`src/rtl/xy_div_host.sv`:
```
// xy_div_host: drives a memory-mapped divide peripheral (write X, write Y,
// wait SETTLE cycles, read quotient) and reports the quotient with a DONE pulse.
module xy_div_host #(
  parameter int unsigned SETTLE = 1
) (
  input  logic        CLK,
  input  logic        RST,
  input  logic        START,
  input  logic [15:0] X,
  input  logic [15:0] Y,
  output logic [15:0] RESULT,
  output logic        DONE,
  output logic        BUSY,
  output logic        DZ,
  output logic        ERR,
  output logic [15:0] BUS_D,
  output logic [1:0]  BUS_ADDR,
  output logic        BUS_W,
  output logic        BUS_R,
  output logic        BUS_E,
  input  logic [31:0] BUS_OUT
);

  typedef enum logic [2:0] {
    S_IDLE,
    S_WR_X,
    S_WR_Y,
    S_SETTLE,
    S_RD_Q,
    S_CAP
  } state_t;

  localparam logic [3:0] SETTLE_M1 = 4'(SETTLE - 1);

  state_t      state_q, state_d;
  logic [15:0] y_q, y_d;
  logic [3:0]  cnt_q, cnt_d;
  logic        arm_q, arm_d;
  logic [15:0] result_q, result_d;
  logic        done_q, done_d;
  logic        busy_q, busy_d;
  logic        dz_q, dz_d;
  logic        err_q, err_d;
  logic [15:0] bus_d_q, bus_d_d;
  logic [1:0]  bus_addr_q, bus_addr_d;
  logic        bus_w_q, bus_w_d;
  logic        bus_r_q, bus_r_d;
  logic        bus_e_q, bus_e_d;

  always_ff @(posedge CLK or posedge RST) begin
    if (RST) begin
      state_q    <= S_IDLE;
      y_q        <= '0;
      cnt_q      <= '0;
      arm_q      <= 1'b0;
      result_q   <= '0;
      done_q     <= 1'b0;
      busy_q     <= 1'b0;
      dz_q       <= 1'b0;
      err_q      <= 1'b0;
      bus_d_q    <= '0;
      bus_addr_q <= '0;
      bus_w_q    <= 1'b0;
      bus_r_q    <= 1'b0;
      bus_e_q    <= 1'b0;
    end else begin
      state_q    <= state_d;
      y_q        <= y_d;
      cnt_q      <= cnt_d;
      arm_q      <= arm_d;
      result_q   <= result_d;
      done_q     <= done_d;
      busy_q     <= busy_d;
      dz_q       <= dz_d;
      err_q      <= err_d;
      bus_d_q    <= bus_d_d;
      bus_addr_q <= bus_addr_d;
      bus_w_q    <= bus_w_d;
      bus_r_q    <= bus_r_d;
      bus_e_q    <= bus_e_d;
    end
  end

  // Outputs are registered, so each state's bus values are loaded on the
  // edge that enters that state.
  always_comb begin
    state_d    = state_q;
    y_d        = y_q;
    cnt_d      = cnt_q;
    arm_d      = 1'b1;
    result_d   = result_q;
    done_d     = 1'b0;
    busy_d     = busy_q;
    dz_d       = dz_q;
    err_d      = err_q;
    bus_d_d    = bus_d_q;
    bus_addr_d = bus_addr_q;
    bus_w_d    = 1'b0;
    bus_r_d    = 1'b0;
    bus_e_d    = 1'b0;

    unique case (state_q)
      S_IDLE: begin
        // arm_q keeps the first edge after reset release from accepting START.
        if (START && arm_q) begin
          y_d   = Y;
          dz_d  = 1'b0;
          err_d = 1'b0;
          if (Y == '0) begin
            dz_d     = 1'b1;
            done_d   = 1'b1;
            result_d = '1;
          end else begin
            busy_d     = 1'b1;
            state_d    = S_WR_X;
            bus_w_d    = 1'b1;
            bus_e_d    = 1'b1;
            bus_addr_d = 2'd0;
            bus_d_d    = X;
          end
        end
      end
      S_WR_X: begin
        state_d    = S_WR_Y;
        bus_w_d    = 1'b1;
        bus_e_d    = 1'b1;
        bus_addr_d = 2'd1;
        bus_d_d    = y_q;
      end
      S_WR_Y: begin
        state_d = S_SETTLE;
        cnt_d   = SETTLE_M1;
      end
      S_SETTLE: begin
        if (cnt_q == '0) begin
          state_d    = S_RD_Q;
          bus_r_d    = 1'b1;
          bus_e_d    = 1'b1;
          bus_addr_d = 2'd2;
        end else begin
          cnt_d = cnt_q - 4'd1;
        end
      end
      S_RD_Q: begin
        state_d = S_CAP;
      end
      S_CAP: begin
        result_d = BUS_OUT[15:0];
        err_d    = |BUS_OUT[31:16];
        done_d   = 1'b1;
        busy_d   = 1'b0;
        state_d  = S_IDLE;
      end
      default: begin
        state_d = S_IDLE;
      end
    endcase
  end

  assign RESULT   = result_q;
  assign DONE     = done_q;
  assign BUSY     = busy_q;
  assign DZ       = dz_q;
  assign ERR      = err_q;
  assign BUS_D    = bus_d_q;
  assign BUS_ADDR = bus_addr_q;
  assign BUS_W    = bus_w_q;
  assign BUS_R    = bus_r_q;
  assign BUS_E    = bus_e_q;

endmodule

```
`config.mk`:
```
export PLATFORM = sky130hd
export DESIGN_NAME = xy_div_host
export DESIGN_NICKNAME = d
export VERILOG_FILES = /design/src/rtl/xy_div_host.sv
export SDC_FILE = /design/constraint.sdc
export NUM_CORES = 1
export LEC_CHECK = 0
export ABC_AREA = 0
export CORE_MARGIN = 8
export CORE_UTILIZATION = 45
export CTS_BUF_LIST = sky130_fd_sc_hd__clkbuf_2
export CTS_CLUSTER_DIAMETER = 60
export CTS_CLUSTER_SIZE = 10
export DETAILED_ROUTE_END_ITERATION = 12
export PLACE_DENSITY = 0.83
export SETUP_SLACK_MARGIN = 0.1
export SLEW_MARGIN = 20
export SYNTH_ARGS = -nofsm -noshare
export SYNTH_HDL_FRONTEND = slang
export SYNTH_SLANG_ARGS = --single-unit
```
`constraint.sdc`:
```
create_clock -name CLK -period 2.35 [get_ports CLK]
set_input_delay 0.47 -clock CLK [delete_from_list [all_inputs] [get_ports CLK]]
set_output_delay 0.47 -clock CLK [all_outputs]
set_load 0.005 [all_outputs]
```
==> impl_metrics.env <==
export IMPL_status="complete, no violations"
export IMPL_p_leak_nw=1.78
export IMPL_core_area_um2=6240
export IMPL_area_growth_pct=45.5
export IMPL_rows=29
export IMPL_cp_max_fo=2
export IMPL_dieArea_um2=9130
export IMPL_port_buffers=107
export IMPL_cpPeakStageDelay_ns=0.52
export IMPL_drt_iter0_drc=149
export IMPL_synth_seq_area_share=0.571
export IMPL_syn_num_nets=341
export IMPL_async_flop_share=1.00
export IMPL_cts_tree="done"
export IMPL_timing_hold_violations_final=0
export IMPL_maxSlewViolCount=0
export IMPL_worst_setup_path_type="flip-flop to primary output"
export IMPL_syn_inst=272
export IMPL_die_h_um=95.6
export IMPL_post_drt_wl_per_cell_um=16.7
export IMPL_instances_no_fill=462
export IMPL_insertedDiodeCount=0
export IMPL_drv_cap=0
export IMPL_grt_max_degree=66
export IMPL_fin_util=0.664
export IMPL_synth_compound_area_frac=0.163
export IMPL_cts_sinks=65
export IMPL_cts_setup_buffers=0
export IMPL_synth_simple_area_share=0.212
export IMPL_synth_area_mux_share=0
export IMPL_grt_pass1_wl_mm=12.2
export IMPL_place_congestion=0.815
export IMPL_synth_seq_cells=65
export IMPL_gr_total_overflow=0
export IMPL_cts_root_buf="clkbuf_2"
export IMPL_endpoint_kind="primary output"
export IMPL_p_per_area_nw_per_um2=1100
export IMPL_synth_top_area_cell="dfrtp_1"
export IMPL_layout_nets=449
export IMPL_grt_util_all_layers=0.173
export IMPL_worst_r2r_path_depth=6
export IMPL_multiInputGateArea_um2=1100
export IMPL_regArea_um2=1630
export IMPL_yosys_top_cells_area="dfrtp_1 (57%), nand2_1 (7.5%), o22a_1 (4.9%)"
export IMPL_hold_buffers=0
export IMPL_worstPathArrival_ns=1.42
export IMPL_reg2reg_to="BUS_ADDR[0]"
export IMPL_syn_cell_area_um2=2850
export IMPL_hp_class="input port to asynchronous set/reset pin"
export IMPL_synth_edf_count=0
export IMPL_crit_buf_inv=1
export IMPL_first_pass_iters=4
export IMPL_cp_start_kind="flip-flop"
export IMPL_synthFlopType="dfrtp_1"
export IMPL_cts_resized_gates=0
export IMPL_synth_top_area_share=0.571
export IMPL_rsz0062_at_grt="no"
export IMPL_setup_viol=0
export IMPL_timing_final_ws_setup_ns=0.457
export IMPL_h_tree_depth=3
export IMPL_period_share=0.805
export IMPL_drc=0
export IMPL_setup_tns_ns=0
export IMPL_ir_drop_mv=0.587
export IMPL_vias=2472
export IMPL_clock_latency_ns=0.49
export IMPL_period_minus_slack_ns=1.89
export IMPL_cpMaxStageDelayCell="clkdlybuf4s50_1"
export IMPL_nFillCells=506
export IMPL_grt_pass1_vias=2554
export IMPL_clk_path_buf_depth=2
export IMPL_ys_types=40
export IMPL_io_pins=108
export IMPL_crit_chain="clkdlybuf4s50_1"
export IMPL_antenna_found_initial=0
export IMPL_syn_avg_cell_area_um2=10.5
export IMPL_clkSlewWorstSetupHoldPaths_ns=0.20
export IMPL_worstPathRequired_ns=1.88
export IMPL_ant_nets=0
export IMPL_skew_ns=0.0372
export IMPL_start_util=0.456
export IMPL_r2r_setup_slack_ns=0.50
export IMPL_dp_cells=446
export IMPL_totalWireLength_mm=7.70
export IMPL_r2r_start="cnt_q[1]"
export IMPL_pre_cts_ws_ns=0.144
export IMPL_synth_top_family_by_area="simple AND/OR/NAND/NOR gates"
export IMPL_layout_drive_gt1_share=0.0909
export IMPL_worst_path_stages=1
export IMPL_cpLargestDelayFamily="buffers and inverters"
export IMPL_via_per_inst=5.35
export IMPL_hpwlAfterDp_mm=5.65
export IMPL_die_w_um=95.6
export IMPL_cts_inserted_buffers=9
export IMPL_synthAdderAreaFrac=0.00879
export IMPL_fmax_mhz=528
export IMPL_p_total_mw=4.57
export IMPL_synthXorXnorAreaFrac=0
export IMPL_synth_warnings=0
==> worst max-delay path by stage <==
stage | slack (ns) | startpoint | end
finish | 0.46 | BUS_D[9] | BUS_D[9]
floorplan | 0.25 | RST | BUSY
CTS | 0.43 | BUS_D[9] | BUS_D[9]
global placement | 0.18 | Y[8] | BUS_D[8]
detailed placement | 0.14 | Y[1] | BUS_D[7]
global route | 0.30 | cnt_q[1] | BUS_ADDR[0]
==> through the flow <==
| step | hold WS [ns] | cell area, um^2 |
|---|---|---|
| 6_report | 0.335 | 4140 |
| 5_1_grt | 0.346 | 4140 |
| 4_1_cts | 0.324 | 4140 |
| 3_5_place_dp | 0.464 | 3990 |
| 3_3_place_gp | 0.459 | 3990 |
| 2_1_floorplan | 0.446 | 2850 |
==> cells in the final DEF (no fill, tap or decap), types with 3 or more instances in the layout <==
cell type and instances:
a22o_1 4, a31oi_1 16, buf_4 5, bufinv_16 3, clkbuf_2 10, clkdlybuf4s50_1 107
dfrtp_1 65, inv_1 4, nand2_1 57, nand2b_1 3, nand3_1 18, nor2_1 17
nor4_1 4, nor4_4 4, o21ai_0 18, o21ai_1 3, o22a_1 16
==> per-layer routing <==
layer	up-vias	global-route usage	wire (um)
li1	1183	-	-
met1	1164	0.212	3020
met2	114	0.257	3630
met3	11	0.0724	926
met4	0	0.0858	120
met5	-	0	0
==> Yosys cell counts (3+ instances only) <==
cell and instances:
a22o_1 4, a31oi_1 16, buf_2 7, buf_4 3, buf_6 3, clkbuf_1 4
dfrtp_1 65, inv_1 5, nand2_1 57, nand2b_1 3, nand3_1 18, nor2_1 17
nor4_1 4, nor4_4 4, o21ai_0 18, o21ai_1 3, o22a_1 16
==> report_power, final <==
group,leakage (nW),total [mW],internal (mW),switching (mW)
clock network,0.0896,0.856,0.458,0.397
registers,0.788,1.92,1.61,0.309
logic,0.903,1.80,1.06,0.742
total,1.78,4.57,3.12,1.45
==> registers in the layout (all words and copies together), names as in the netlist, 2 cells and up <==
name / cells
BUS_ADDR: 2
cnt_q: 4
RESULT: 16
state_q: 3
BUS_D: 16
y_q: 16
==> worst min-delay path, stage by stage <==
cell and delay, ns:
clkdlybuf4s50_1 0.41, inv_2 0.07, buf_12 0.29
==> logic make-up (layout without fill, tap and decap cells) <==
kind of cell	count (synthesis)	count (layout)
and+or+nand+nor	115	115
AOI/OAI and AO/OA	67	67
DFF	65	65
buffers and inverters	22	135
adders and majority gates	2	2
other	1	1
==> layout make-up <==
| cell class | instances | area share |
|---|---|---|
| flip-flops and latches | 65 | 0.393 |
| inverters | 5 | 0.00453 |
| repair buffers | 114 | 0.277 |
| clock buffers | 10 | 0.0121 |
| multi-input cells | 185 | 0.265 |
| well taps | 77 | 0.0233 |
| clock inverters | 6 | 0.0257 |
Note: power is estimated with default switching activity, not from simulation.
